**src/rtl/vect_result_writer.sv**
```systemverilog
// ---------------------------------------------------------------------------
// vect_result_writer
//
// Writeback serializer for the vector ALU result bus. One packed vector of
// M lanes (N bits each) is captured together with a lane-enable mask and a
// base word address. Each enabled lane is then emitted, lowest index first,
// as a scalar write beat on a valid/ready memory port at address
// base + lane index (wrapping modulo 2^ADDR_W). Disabled lanes cost no cycles.
//
// Ports:
//   i_clk        clock, all state changes on the rising edge
//   i_rst_n      asynchronous active-low reset
//   i_in_valid   packed vector offered
//   o_in_ready   block idle, vector will be accepted
//   i_in_data    packed vector, lane i = i_in_data[N*i +: N]
//   i_in_mask    lane enables, bit i set = write lane i
//   i_in_base    word address of lane 0
//   o_out_valid  write beat presented
//   i_out_ready  memory accepts the beat
//   o_out_addr   write address of the current beat
//   o_out_data   lane value of the current beat
//   o_out_lane   lane index of the current beat
//   o_busy       transaction in progress
//   o_done       one-cycle pulse when the transaction ends
// ---------------------------------------------------------------------------
module vect_result_writer #(
    parameter int N      = 24,
    parameter int M      = 6,
    parameter int ADDR_W = 16,
    parameter int LANE_W = 3
) (
    input  logic                i_clk,
    input  logic                i_rst_n,
    input  logic                i_in_valid,
    output logic                o_in_ready,
    input  logic [N*M-1:0]      i_in_data,
    input  logic [M-1:0]        i_in_mask,
    input  logic [ADDR_W-1:0]   i_in_base,
    output logic                o_out_valid,
    input  logic                i_out_ready,
    output logic [ADDR_W-1:0]   o_out_addr,
    output logic [N-1:0]        o_out_data,
    output logic [LANE_W-1:0]   o_out_lane,
    output logic                o_busy,
    output logic                o_done
);

    typedef enum logic [1:0] {
        IDLE = 2'd0,
        SEND = 2'd1,
        FIN  = 2'd2
    } state_t;

    state_t              r_state;
    state_t              w_nextState;

    logic [N*M-1:0]      r_data;
    logic [M-1:0]        r_pending;
    logic [ADDR_W-1:0]   r_base;

    logic [LANE_W-1:0]   w_lane;
    logic [M-1:0]        w_laneOneHot;
    logic [N-1:0]        w_laneData;
    logic [M-1:0]        w_remaining;
    logic                w_accept;
    logic                w_fire;

    // Priority encoder over the pending mask: the descending loop lets the
    // lowest set bit win, which gives the ascending emission order. The lane
    // data is picked with constant slices so no variable part-select is needed.
    always_comb begin
        w_lane       = '0;
        w_laneOneHot = '0;
        w_laneData   = '0;
        for (int i = M - 1; i >= 0; i--) begin
            if (r_pending[i]) begin
                w_lane          = LANE_W'(i);
                w_laneOneHot    = '0;
                w_laneOneHot[i] = 1'b1;
                w_laneData      = r_data[i*N +: N];
            end
        end
    end

    assign w_accept    = (r_state == IDLE) && i_in_valid;
    assign w_fire      = (r_state == SEND) && i_out_ready;
    assign w_remaining = r_pending & ~w_laneOneHot;

    // State register.
    always_ff @(posedge i_clk or negedge i_rst_n) begin
        if (!i_rst_n) begin
            r_state <= IDLE;
        end else begin
            r_state <= w_nextState;
        end
    end

    // Next-state logic. An empty mask skips SEND entirely so the done pulse
    // follows the accept directly; SEND leaves on the handshake of the last
    // pending lane.
    always_comb begin
        w_nextState = r_state;
        case (r_state)
            IDLE: begin
                if (i_in_valid) begin
                    w_nextState = (|i_in_mask) ? SEND : FIN;
                end
            end
            SEND: begin
                if (w_fire && (w_remaining == '0)) begin
                    w_nextState = FIN;
                end
            end
            FIN: begin
                w_nextState = IDLE;
            end
            default: begin
                w_nextState = IDLE;
            end
        endcase
    end

    // Private copy of the vector. The pending mask only changes on a
    // handshake, which is what keeps the presented beat stable under stall.
    always_ff @(posedge i_clk or negedge i_rst_n) begin
        if (!i_rst_n) begin
            r_data    <= '0;
            r_pending <= '0;
            r_base    <= '0;
        end else if (w_accept) begin
            r_data    <= i_in_data;
            r_pending <= i_in_mask;
            r_base    <= i_in_base;
        end else if (w_fire) begin
            r_pending <= w_remaining;
        end
    end

    // Outputs decode from the state and the registered datapath only. Beat
    // fields are forced to zero outside SEND so they read as zero in reset.
    always_comb begin
        o_in_ready  = (r_state == IDLE);
        o_busy      = (r_state != IDLE);
        o_done      = (r_state == FIN);
        o_out_valid = (r_state == SEND);
        o_out_data  = '0;
        o_out_addr  = '0;
        o_out_lane  = '0;
        if (r_state == SEND) begin
            o_out_data = w_laneData;
            o_out_addr = r_base + ADDR_W'(w_lane);
            o_out_lane = w_lane;
        end
    end

endmodule

```
**config.mk**
```make
export PLATFORM = sky130hd
export DESIGN_NAME = vect_result_writer
export DESIGN_NICKNAME = d
export VERILOG_FILES = /design/src/rtl/vect_result_writer.sv
export SDC_FILE = /design/constraint.sdc
export NUM_CORES = 1
export LEC_CHECK = 0
export CORE_ASPECT_RATIO = 0.75
export CORE_MARGIN = 1
export CORE_UTILIZATION = 45
export CTS_BUF_LIST = sky130_fd_sc_hd__clkbuf_4 sky130_fd_sc_hd__clkbuf_8
export DETAILED_ROUTE_END_ITERATION = 12
export HOLD_SLACK_MARGIN = 0.15
export PLACE_DENSITY = 0.8
export SLEW_MARGIN = 20
export SYNTH_ARGS = -nofsm -noshare
export SYNTH_HDL_FRONTEND = slang
export SYNTH_SLANG_ARGS = --single-unit
```
**constraint.sdc**
```tcl
create_clock -name i_clk -period 4.8 [get_ports i_clk]
set_input_delay 1.44 -clock i_clk [delete_from_list [all_inputs] [get_ports i_clk]]
set_output_delay 1.44 -clock i_clk [all_outputs]
set_load 0.01 [all_outputs]
```
==> flow_summary.ini, run 1 <==
[status]
status = completed

[worst_setup_path]
crit_type = reg2out
cp-end-kind = primary output
r2r_slack_ns = 2.67
worstReg2RegEnd = r_data[14]$_DFFE_PN0P_
critical-path-top-delay-family = simple AND/OR/NAND/NOR gates
crit_slowest_cell = clkdlybuf4s50_1
crit_top_cell = nor2_1
crit_chain = nor2_1 -> nand2_1 -> nor2_1 -> ha_1 -> o211ai_1 -> or2_4 -> or4_1 -> a21oi_1 -> clkdlybuf4s50_1
timing.rr.start = r_state[0]$_DFFE_PN0P_
cp-start-kind = flip-flop
critical_path_peak_fanout = 7
max_stage_delay_ns = 0.56
crit_buf_inv = 1
worstRegToRegCells = 6
worstPathArrival_ns = 3.17
cp.required_ns = 3.36

[synthesis]
avgSynthCellArea_um2 = 8.06
ys.flop_type = dfrtp_1
syn_inst = 980
synth_area_leaders = dfrtp_1, nand2_1, a21oi_1
synth-seq-cells = 168
syn_nets = 1154
synth_cell_type_count = 44
yosysWarningCount = 0
async_flop_share_pct = 100
synth_edf_count = 0
synth_top_area_cell = dfrtp_1
syn-cell-area_um2 = 7900
synth.top_cell.area_share_pct = 53.2
ys_seq_area_share_pct = 53.2

[placement]
place_congestion = 0.895
numPortBuffers = 216
dpl.hpwl_mm = 16.3
dp_slack_ns = 0.477
place_area_um2 = 10200

[finish]
insertedDiodeCount = 0
finalNetCount = 1337
stdcell_area_um2 = 10600
area_delta_synth_final_pct = 34.6
fillers = 1481
layout-drive-gt1-share_pct = 5.27

[grt]
grt_usage_pct = 26.4
grt_overflow_total = 0
antenna_found_initial = 0
grt_pass1_wl_mm = 36.2
first_global_vias = 6860
grt_start_max_net_pins = 88

[pwr]
clock_power_share_pct = 14.9
ir_worst_vdd_v = 0.000271
pwr-share-seq_pct = 37.6
switching_share_pct = 41.5
combPwrFrac_pct = 47.5
switchingPower_mw = 2.77
p_leak_nw = 5.18
power_density_nw_per_um2 = 628
p_int_mw = 3.91

[drt]
drt_first_pass_iters = 5
routedWlPerCell_um = 16.6
drc_errors = 0
maxUsedRoutingLayer = met4
wl_met3_mm = 2.40
drtAntennaViolNets = 0
drt-total-wl_mm = 23.4
wl_met2_mm = 9.63
drt_iter0_drc = 648
vias_per_cell = 5.27
vias = 7448
met1_length_mm = 11.2

[sta]
slew_headroom_pct = 38.9
drv_slew = 0
rsz0062_at_grt = false
period_share_pct = 96.0
tns_ns = 0
layout_setup_ws_ns = 0.193
hold_viol = 0
fin_skew_ns = 0.0170
period_minus_slack_ns = 4.61
worst_slew_pin_slew_ns = 0.917
fmax_mhz = 217
finalSetupViolCount = 0

[clocking]
clkLatencyLatePin_ns = 0.45
cts.clk_slew.worst_paths_ns = 0.09
cts_tree = done
cts_buffer_depth = 2
clock_sinks = 168
root_buffer = clkbuf_8
htreeDepth = 4
numCtsBuffers = 17

[min_path]
hp-class = reg2reg
holdPathEnd = r_data[11]$_DFFE_PN0P_
holdPathStages = 2
min-delay-start = r_data[11]$_DFFE_PN0P_

[floorplanning]
fp-row-count = 41
die_y_um = 117
die_w_um = 155
core_um2 = 17000
start_util_pct = 46.5
ioPinCount = 217
die-area_um2 = 18100

[run]
cap_violations = 0
-- power groups by stage --
stage / clock network [mW] / registers, mW / logic, mW
after CTS: 1.02 / 2.51 / 3.13
after detailed placement: 0 / 2.54 / 3.11
final: 0.995 / 2.51 / 3.17
after global routing: 1.08 / 2.58 / 3.51
after global placement: 0 / 2.51 / 3.05
after floorplan: 0 / 2.39 / 1.94
-- cells in the mapped netlist (4+ instances only) --
cell type  count
nand2_1      491
buf_2         23
a221oi_1      24
nor3_1         6
a21oi_1       55
dfrtp_1      168
xor2_1         6
o22ai_1       25
o21ai_1        6
and2_1         6
o21ai_0       28
clkbuf_1      44
inv_2          4
nand3_1        4
nor2_1        17
or3_1         27
-- through the flow --
step	power, mW	util [%]	hold WS, ns	std cells
floorplan	4.33	-	0.440	980
global placement	5.56	60.1	0.452	1377
detailed placement	5.65	60.1	0.457	1377
CTS	6.66	62.4	0.478	1410
global route	7.17	62.6	0.494	1412
finish	6.68	62.6	0.477	1412
-- timing repair --
action                     4_1_cts  5_1_grt
setup buffers                    1        2
pin swaps                        1        0
resized for setup                0        8
setup endpoints to repair        1        9
hold buffers                     0        0
-- final cells by class --
| class | instances | area, µm² | share of cell area [%] |
|---|---|---|---|
| multi-input combinational | 737 | 3390 | 31.9 |
| clock inverter | 12 | 125 | 1.18 |
| timing repair buffer | 234 | 2340 | 22.0 |
| clock buffer | 20 | 263 | 2.47 |
| tap | 236 | 295 | 2.78 |
| sequential | 168 | 4210 | 39.6 |
| inverter | 5 | 18.8 | 0.176 |
-- state kept, by name, summed over array words and instances, names as in the netlist --
name and flops:
r_base 16, r_data 144, r_pending 6, r_state 2
-- cells in the final DEF, fill, tap and decap left out, types with 16 or more instances in the layout --
master / instances
o22ai_1: 25
a221oi_1: 24
or3_1: 27
o21ai_0: 28
dfrtp_1: 166
nand2_1: 491
a21oi_1: 55
clkbuf_8: 18
clkdlybuf4s50_1: 209
buf_4: 16
nor2_1: 17
-- worst register-to-register path, stage by stage, from the launching register on --
cell     delay (ns)
dfrtp_1        0.42
or2_1          0.29
inv_2          0.08
and2_4         0.71
buf_12         0.36
nand2_1        0.14
nand2_1        0.08
-- metal layers --
metal,vias to the layer above,track usage (%)
li1,3570,-
met1,3545,40.0
met2,318,37.0
met3,15,7.61
met4,0,5.61
met5,-,0
-- logic make-up after synthesis --
kind of cell | after synthesis | synth area share [%]
DFF | 168 | 53.2
xor gates and xnor gates | 9 | 0.998
AOI/OAI and AO/OA | 153 | 11.8
adders and majority gates | 4 | 0.728
buffers and inverters | 75 | 4.07
and+or+nand+nor | 571 | 29.2
-- how the worst max path moves through the flow --
stage                                         from              to  slack, ns  cells after the start
after global placement    r_pending[4]$_DFFE_PN0P_  o_out_addr[14]       0.54                     11
after global routing      r_pending[0]$_DFFE_PN0P_  o_out_addr[15]       0.03                      9
after floorplan           r_pending[5]$_DFFE_PN0P_  o_out_addr[14]       0.83                     12
final                     r_pending[0]$_DFFE_PN0P_  o_out_addr[15]       0.19                      9
after detailed placement  r_pending[5]$_DFFE_PN0P_  o_out_addr[14]       0.48                     11
after CTS                 r_pending[5]$_DFFE_PN0P_  o_out_addr[14]       0.05                     11
Note: power is estimated with default switching activity, not from simulation.
==> run 2: changes to the inputs <==
--- a/config.mk
+++ b/config.mk
@@ -12,7 +12,8 @@
 export DETAILED_ROUTE_END_ITERATION = 12
 export HOLD_SLACK_MARGIN = 0.15
 export PLACE_DENSITY = 0.8
-export SLEW_MARGIN = 20
+export REMOVE_ABC_BUFFERS = 1
+export SLEW_MARGIN = 10
 export SYNTH_ARGS = -nofsm -noshare
 export SYNTH_HDL_FRONTEND = slang
 export SYNTH_SLANG_ARGS = --single-unit
==> run 2 against run 1 <==
Fmax increased by 0.17%. Hold slack is essentially flat. Sequential power is essentially flat. Routed wire length shrank 2.7%. Non-clock buffer count is the same. Clock skew decreased by 0.0035 ns. Setup slack improved by 0.0077 ns. Design area up 0.51%. Sequential share of layout area fell by 0.20 points. Global-route usage is 0.47 points lower. Critical path type unchanged. Highest routed layer unchanged.
==> flow_summary.ini, run 2 (same netlist as run 1, synthesis figures left out) <==
[status]
status = completed

[drt]
routedWlPerCell_um = 16.1
drt_iter0_drc = 614
drc_errors = 0
drtAntennaViolNets = 0
drt-total-wl_mm = 22.7
drt_first_pass_iters = 5
vias_per_cell = 5.27
vias = 7439

[worst_setup_path]
timing.rr.start = r_state[0]$_DFFE_PN0P_
cp-end-kind = primary output
worstPathArrival_ns = 3.16
cp.required_ns = 3.36
cp-start-kind = flip-flop
startpoint = r_pending[5]$_DFFE_PN0P_
crit_type = reg2out
critical_path_peak_fanout = 7

[placement]
dpl.hpwl_mm = 14.6
dp_slack_ns = 0.474
place_congestion = 0.877
dp.cells = 1378
place_area_um2 = 10200
numPortBuffers = 216

[pwr]
ir_worst_vdd_v = 0.000336
totalPowerFinal_mw = 6.70
p_leak_nw = 5.10
power_density_nw_per_um2 = 627

[finish]
top_regs = r_data x144, r_base x16, r_pending x6
multi_input_area_um2 = 3400
area.sequential_um2 = 4210
layout-drive-gt1-share_pct = 5.61
area_delta_synth_final_pct = 35.2
final_common_cell = nand2_1
fin_util_pct = 62.9
insertedDiodeCount = 0
stdcell_area_um2 = 10700
fillers = 1450
final_cell_mix = nand2_1, clkdlybuf4s50_1, dfrtp_1
largest_reg_flops = 144
final_cells = 1412
finalNetCount = 1337
regMostFlops = r_data

[floorplanning]
fp-row-count = 41
ioPinCount = 217
start_util_pct = 46.5
core_um2 = 17000
die_y_um = 117
die_w_um = 155
die-area_um2 = 18100

[grt]
grt_overflow_total = 0
grt_pass1_wl_mm = 35.7
first_global_vias = 6955
grt_start_max_net_pins = 91
antenna_found_initial = 0
grt_usage_pct = 25.9

[sta]
tns_ns = 0
finalSetupViolCount = 0
hold_viol = 0
fin_skew_ns = 0.0135
hold_ws_ns = 0.477
drv_slew = 0
rsz0062_at_grt = false
worst_slew_pin_slew_ns = 0.824
layout_setup_ws_ns = 0.201
slew_headroom_pct = 45.1
period_share_pct = 95.8
period_minus_slack_ns = 4.60
fmax_mhz = 217

[clocking]
root_buffer = clkbuf_8
postCtsHoldBufs = 0
htreeDepth = 4
cts.clk_slew.worst_paths_ns = 0.08
clkLatencyLatePin_ns = 0.45
numCtsBuffers = 17
cts_tree = done
clock_sinks = 168
cts_buffer_depth = 2

[run]
cap_violations = 0

[min_path]
hp-class = reg2reg
min-delay-start = r_data[0]$_DFFE_PN0P_
==> run 2: changes by cell type in the layout (fill, tap and decap cells not counted), moves of 4 or more <==
cell             delta
clkdlybuf4s50_1     +5
dlymetal6s2s_1      -5
clkinvlp_4          +5
clkinv_2            -4
==> run 2: final timing paths <==
path / end / cells after the start / slack (ns)
min: r_data[0]$_DFFE_PN0P_ / 2 / 0.48
min reg2reg: r_data[0]$_DFFE_PN0P_ / 2 / 0.48
max: o_out_addr[15] / 9 / 0.20
max reg2reg: r_data[17]$_DFFE_PN0P_ / 6 / 2.70
max in group asynchronous: r_pending[2]$_DFFE_PN0P_ / 2 / 2.83
min in group asynchronous: r_data[64]$_DFFE_PN0P_ / 1 / 1.03
==> run 2: area by class of cell <==
type                            count  share of cell area, %
Clock buffer                       21                   2.65
Inverter                            5                  0.176
Timing Repair Buffer              234                   21.9
Clock inverter                     11                   1.37
Multi-Input combinational cell    737                   31.8
Tap cell                          236                   2.76
Sequential cell                   168                   39.4
==> run 2: what timing repair did <==
item                                    in CTS  in global routing
hold endpoints to repair                     0                  0
pin swaps                                    0                  1
setup buffers                                1                  1
resized for setup                            0                  7
endpoints found under the setup margin       1                  6
==> run 2: worst max-delay path, stage by stage (launching register included) <==
cell             delay (ns)
dfrtp_1                0.37
buf_4                  0.15
nor2_1                 0.20
nor2_1                 0.08
ha_1                   0.36
o211ai_1               0.15
or2_4                  0.29
or4_1                  0.40
a21oi_1                0.16
clkdlybuf4s50_1        0.55
==> run 2: where the power goes <==
| part | switching, mW | internal (mW) |
|---|---|---|
| combinational | 1.77 | 1.36 |
| clock | 0.515 | 0.561 |
| sequential | 0.416 | 2.08 |
| total | 2.70 | 4.00 |
==> run 2: layer usage <==
metal / part of all wire (%) / GRT usage, % / up-vias
met5: 0 / 0 / -
met4: 1.3 / 8.12 / 0
met3: 7.9 / 5.34 / 29
met2: 44 / 40.0 / 309
met1: 47 / 36.8 / 3532
li1: - / - / 3569
